`config.mk`:
```
export PLATFORM = sky130hd
export DESIGN_NAME = rf_ctrl
export DESIGN_NICKNAME = d
export VERILOG_FILES = /design/src/rtl/rf_ctrl.sv
export SDC_FILE = /design/constraint.sdc
export NUM_CORES = 1
export LEC_CHECK = 0
export CAP_MARGIN = 20
export CORE_MARGIN = 3
export CORE_UTILIZATION = 47
export DETAILED_ROUTE_END_ITERATION = 8
export GPL_TIMING_DRIVEN = 0
export PLACE_DENSITY = 0.85
export SLEW_MARGIN = 20
export SYNTH_ARGS = -nofsm -noshare
export SYNTH_HDL_FRONTEND = slang
export SYNTH_SLANG_ARGS = --single-unit
```
`constraint.sdc`:
```
create_clock -name clk -period 6.2 [get_ports clk]
set_input_delay 0.62 -clock clk [delete_from_list [all_inputs] [get_ports clk]]
set_output_delay 0.62 -clock clk [all_outputs]
set_load 0.01 [all_outputs]
```
`src/rtl/rf_ctrl.sv`:
```
// rf_ctrl: sequencer and round-robin arbiter driving the 8-bit register file.
// Optional feature macro: RF_CTRL_SWAP_EN builds SWP (states EX2/EX3, tmp).
// Ports: clk, rst (async active-low); req_valid/req_ready/req_op/req_src/
//   req_dst/req_imm per-port commands; bus_in = rf p; d/d_en bus drive;
//   ie/oe one-hot {F,D,C,B,A}; busy; done per port; err with done.
module rf_ctrl (
    input  logic        clk,
    input  logic        rst,
    input  logic [1:0]  req_valid,
    output logic [1:0]  req_ready,
    input  logic [3:0]  req_op,
    input  logic [5:0]  req_src,
    input  logic [5:0]  req_dst,
    input  logic [15:0] req_imm,
    input  logic [7:0]  bus_in,
    output logic [7:0]  d,
    output logic        d_en,
    output logic [4:0]  ie,
    output logic [4:0]  oe,
    output logic        busy,
    output logic [1:0]  done,
    output logic        err
);
    localparam logic [1:0] OP_NOP = 2'd0;
    localparam logic [1:0] OP_MOV = 2'd1;
    localparam logic [1:0] OP_LDI = 2'd2;
    localparam logic [1:0] OP_SWP = 2'd3;

`ifdef RF_CTRL_SWAP_EN
    typedef enum logic [2:0] {IDLE, EX1, EX2, EX3, FIN} state_t;
`else
    typedef enum logic [1:0] {IDLE, EX1, FIN} state_t;
`endif

    state_t      state, nstate;
    logic [1:0]  op_q;
    logic [2:0]  src_q, dst_q;
    logic [7:0]  imm_q;
    logic        own_q, last_grant;
    logic        win, take, bad;
    logic [1:0]  cop;
    logic [2:0]  csrc, cdst;
    logic [7:0]  cimm;
    logic        cown;
    logic [7:0]  d_n;
    logic        den_n, err_n;
    logic [4:0]  ie_n, oe_n;
    logic [1:0]  done_n;
`ifdef RF_CTRL_SWAP_EN
    logic [7:0]  tmp;
`endif

    function automatic logic [4:0] sel(input logic [2:0] r);
        return 5'b00001 << r;
    endfunction

    function automatic logic badr(input logic [2:0] r);
        return r > 3'd4;
    endfunction

    // Both valid: the port not served last wins.
    always_comb begin
        win = (req_valid == 2'b11) ? ~last_grant : req_valid[1];
        take = (state == IDLE) && (req_valid != 2'b00);
        req_ready = 2'b00;
        if (take) req_ready[win] = 1'b1;
    end

    // In IDLE the winner's live fields are decoded so the first strobes
    // can be registered on the accepting edge itself.
    always_comb begin
        cop  = op_q;
        csrc = src_q;
        cdst = dst_q;
        cimm = imm_q;
        cown = own_q;
        if (state == IDLE) begin
            cop  = win ? req_op[3:2]   : req_op[1:0];
            csrc = win ? req_src[5:3]  : req_src[2:0];
            cdst = win ? req_dst[5:3]  : req_dst[2:0];
            cimm = win ? req_imm[15:8] : req_imm[7:0];
            cown = win;
        end
    end

    always_comb begin
        bad = 1'b0;
        unique case (cop)
            OP_NOP: bad = 1'b0;
            OP_MOV: bad = badr(csrc) | badr(cdst);
            OP_LDI: bad = badr(cdst);
`ifdef RF_CTRL_SWAP_EN
            OP_SWP: bad = badr(csrc) | badr(cdst);
`else
            OP_SWP: bad = 1'b1;
`endif
        endcase
    end

    always_comb begin
        nstate = state;
        d_n    = '0;
        den_n  = 1'b0;
        ie_n   = '0;
        oe_n   = '0;
        done_n = '0;
        err_n  = 1'b0;
        unique case (state)
            IDLE: if (take) begin
                nstate = FIN;
                if (bad) begin
                    err_n = 1'b1;
                end else begin
                    unique case (cop)
                        OP_MOV: if (csrc != cdst) begin
                            nstate = EX1;
                            oe_n = sel(csrc);
                            ie_n = sel(cdst);
                        end
                        OP_LDI: begin
                            nstate = EX1;
                            d_n = cimm;
                            den_n = 1'b1;
                            ie_n = sel(cdst);
                        end
`ifdef RF_CTRL_SWAP_EN
                        OP_SWP: if (csrc != cdst) begin
                            nstate = EX1;
                            oe_n = sel(csrc);
                        end
`endif
                        default: ;
                    endcase
                end
            end
            EX1: begin
                nstate = FIN;
`ifdef RF_CTRL_SWAP_EN
                if (op_q == OP_SWP) begin
                    nstate = EX2;
                    oe_n = sel(dst_q);
                    ie_n = sel(src_q);
                end
`endif
            end
`ifdef RF_CTRL_SWAP_EN
            EX2: begin
                nstate = EX3;
                d_n = tmp;
                den_n = 1'b1;
                ie_n = sel(dst_q);
            end
            EX3: nstate = FIN;
`endif
            FIN: nstate = IDLE;
            default: nstate = IDLE;
        endcase
        if (nstate == FIN && state != FIN) done_n[cown] = 1'b1;
    end

    always_ff @(posedge clk or negedge rst) begin
        if (!rst) begin
            state      <= IDLE;
            d          <= '0;
            d_en       <= 1'b0;
            ie         <= '0;
            oe         <= '0;
            busy       <= 1'b0;
            done       <= '0;
            err        <= 1'b0;
            op_q       <= '0;
            src_q      <= '0;
            dst_q      <= '0;
            imm_q      <= '0;
            own_q      <= 1'b0;
            last_grant <= 1'b1;
        end else begin
            state <= nstate;
            d     <= d_n;
            d_en  <= den_n;
            ie    <= ie_n;
            oe    <= oe_n;
            busy  <= (nstate != IDLE);
            done  <= done_n;
            err   <= err_n;
            if (take) begin
                op_q       <= cop;
                src_q      <= csrc;
                dst_q      <= cdst;
                imm_q      <= cimm;
                own_q      <= cown;
                last_grant <= cown;
            end
        end
    end

`ifdef RF_CTRL_SWAP_EN
    // The register file shows oe[src] on bus_in during EX1.
    always_ff @(posedge clk or negedge rst) begin
        if (!rst) tmp <= '0;
        else if (state == EX1 && op_q == OP_SWP) tmp <= bus_in;
    end
`endif
endmodule

```
==> key figures <==
Layout
  – Final Net Count: 303
  – Layout filler cell count: 308
  – Number of inserted diodes: 0
  – Area taken by multi-input logic gates: 907.1 um2
  – Core Util, Final: 71.12%
  – Filler-free cell count of the finished design: 304
  – Final cell area excluding filler cells: 2663 um2
  – Fraction of layout instances using a drive strength above 1: 10.55%
  – Area used by sequential logic in the layout: 877.1 um2
  – Syn-to-layout area delta: 43.01%

Pwr
  – Power per standard cell area: 450.6 nW/um2
  – Standby leakage power: 1.233 nW
  – Post-layout total power: 1.200 mW
  – Largest vdd supply drop: 0.0002067 V

Clock network
  – Clock tree from TritonCTS: yes
  – Buffers inserted during post-CTS setup optimization: 0
  – CTS clk-pin slew, worst paths: 0.07 ns
  – Total of hold buffers inserted after clock tree synthesis: 0
  – Worst-Skew Late Latency: 0.29 ns
  – Post-CTS sizing: 0
  – Number of CTS-inserted buffers: 5
  – # H-tree levels: 2
  – Maximum count of clock buffers along a single path: 2
  – Sinks on Clock Net: 35
  – Root Buffer Master: sky130_fd_sc_hd__clkbuf_8

Yosys
  – EDFF count, synth: 0
  – Top_reg_cell synth: sky130_fd_sc_hd__dfrtp_1
  – Synth Instances: 187
  – Distinct cells, synth: 42
  – Proportion of netlist area held by the largest area contributor: 45.70%
  – Synthesized net count: 235
  – Dominant cell type by area after synthesis: sky130_fd_sc_hd__dfrtp_1
  – Total standard cell area after synthesis: 1862 um2
  – Share of synthesized registers carrying an async set or reset: 100.0%
  – Number of warning messages in the yosys log: 0
  – Sequential-to-total area share from yosys stat: 47.11%
  – Flip-flop and latch count after synthesis: 35
  – Syn_area_per_cell: 9.956 um2
  – Top cells by area in the synthesized netlist: sky130_fd_sc_hd__dfrtp_1 (46%), sky130_fd_sc_hd__mux2i_1 (9.1%), sky130_fd_sc_hd__nand2_1 (4.4%)

Floorplanning
  – Core Area: 3744 um2
  – Effective utilization at floorplan: 49.73%
  – Number of rows created at floorplan: 22
  – Total I/O pin count: 69
  – Die Span X: 68.94 um
  – Vertical extent of the die: 68.94 um
  – Die footprint: 4753 um2

Timing
  – Number of slew-limit violations in the final report: 0
  – Worst slew margin relative to its limit: 61.31%
  – Number of setup violations in the final report: 0
  – Maximum clock frequency: 247.0 MHz
  – Aggregate negative setup slack: 0 ns
  – Min Clock Period, post-route: 4.048 ns
  – Final hold violation count: 0
  – RSZ-0062 raised after global routing: no
  – Worst setup skew after layout: 0.004011 ns
  – Period Utilization, post-route: 65.29%
  – Worst Max-Slew Pin Slew: 0.5765 ns

Critical path
  – Critical Path, Cell by Cell: clkdlybuf4s50_1 > a21bo_2 > clkbuf_1 > buf_2 > mux2i_1 > nor2_1 > a21oi_1 > inv_1 > ha_1 > nor2_1 > a211oi_1 > a32oi_2 > o21a_2 > o2111ai_4 > nor4b_1
  – Top fanout value on the critical path: 10
  – Critical path class: primary input to flip-flop
  – Delay of the slowest critical-path stage: 0.58 ns
  – Critical-path cell with the highest stage delay: sky130_fd_sc_hd__clkdlybuf4s50_1
  – Kind of launch point of the worst setup path: primary input
  – WP buf/inv: 4
  – Arrival time at the worst endpoint: 4.22 ns
  – Most numerous cell on the critical path: sky130_fd_sc_hd__nor2_1
  – Required arrival time at the worst endpoint: 6.37 ns
  – Type of destination of the critical path: flip-flop
  – Largest delay contributor family on the critical path: buffers and inverters

Drt
  – Initial DRT Pass Iterations: 5
  – Count of nets left with antenna violations after detail routing: 0
  – Ratio of routed vias to standard cells: 5.470
  – First DRT Iteration DRCs: 85
  – Drt wl/cell: 14.89 um
  – Routed vias: 1663
  – Total detailed-routing wirelength: 4.526 mm
  – DRC violations left: 0

Hold path
  – Worst min-delay path category: primary input to async pin

Placed design
  – Global placement routability congestion: 0.9191
  – I/O Buffers: 60
  – Number of placed cells counting well taps: 296
  – Cell area after placement: 2545 um2
  – HPWL after DPL: 3.486 mm

Global routing
  – Number of global-route vias before repair: 1745
  – Number of antenna violations at the first check in global routing: 0
  – Wire length of the first global-routing pass: 7.721 mm
  – Aggregate global-route resource usage: 22.53%
  – Largest net degree at the start of global routing: 20
  – Global route total overflow: 0

Run status
  – Run status: complete, no violations

Job
  – Max-cap violations: 0
## state kept, by name, summed over array words and instances, names as in the netlist
name and count:
busy 1, d 8, d_en 1, done 2, dst_q 3, err 1, ie 5, last_grant 1
oe 5, op_q 2, own_q 1, src_q 3, state 2
## power by group
part	total (mW)	switching (mW)	leakage [nW]	internal, mW
combinational	0.656	0.381	0.707	0.275
sequential	0.334	0.0364	0.465	0.297
clock	0.211	0.0806	0.0612	0.130
total	1.20	0.498	1.23	0.702
## layout make-up
| class | instances | share of cell area (%) |
|---|---|---|
| repair buffers | 61 | 23.40 |
| inverters | 7 | 0.9868 |
| flip-flops and latches | 35 | 32.94 |
| multi-input cells | 135 | 34.07 |
| plain buffers | 10 | 1.927 |
| clock buffers | 6 | 3.102 |
| clock inverters | 2 | 1.316 |
| well taps | 48 | 2.256 |
## synth_stat cells, drive strengths merged, types with 2 or more instances
cell type / instances
nor2: 22
and2: 3
mux2i: 17
o221ai: 2
ha: 4
nor4: 4
and3: 2
clkbuf: 4
inv: 7
nand2b: 2
a21o: 3
a21oi: 5
xor2: 6
nor3: 7
dfrtp: 34
o21ai: 10
buf: 6
nor3b: 7
nand2: 22
## worst paths after layout
path,from,to,slack (ns),cells past startpoint
max,req_valid[0],ie[3],2.15,15
min,rst,dst_q[1],0.26,1
max reg2reg,last_grant,ie[3],2.51,14
min reg2reg,own_q,own_q,0.48,1
max in group asynchronous,rst,last_grant,5.42,2
min in group clk,own_q,own_q,0.48,1
## per-layer routing
layer | global-route usage (%) | vias to the layer above | wire (um)
met5 | 0 | - | 0
met4 | 12.41 | 0 | 108
met3 | 8.752 | 11 | 471
met2 | 36.67 | 81 | 2183
met1 | 25.18 | 781 | 1763
li1 | - | 790 | -
## placed cells by master (no fill, tap or decap), drive strengths merged, types with 2 or more instances in the layout
cell	instances
a21o	3
inv	7
nor4	4
nor3b	7
nor2	22
ha	4
o221ai	2
o21ai	10
nor3	7
buf	8
xor2	6
and2	3
and3	2
nand2b	2
a21oi	5
nand2	22
clkdlybuf4s50	59
mux2i	17
clkbuf	10
dfrtp	34
## cells by family after synthesis
| group | synth area share [%] |
|---|---|
| and+or+nand+nor | 19.49 |
| adders and majority gates | 2.688 |
| DFF | 47.11 |
| buffers and inverters | 4.166 |
| AOI/OAI and AO/OA | 14.58 |
| muxes | 9.140 |
| xor gates and xnor gates | 2.823 |
## metrics by stage
step                      hold slack, ns  worst slack, ns
after floorplan                   0.3244            2.960
after global placement            0.4612            2.025
after detailed placement          0.4667            1.839
after CTS                         0.2653            2.128
after global routing              0.2714            1.811
final                             0.2608            2.152
No activity file was read; power rests on OpenSTA's default activity.
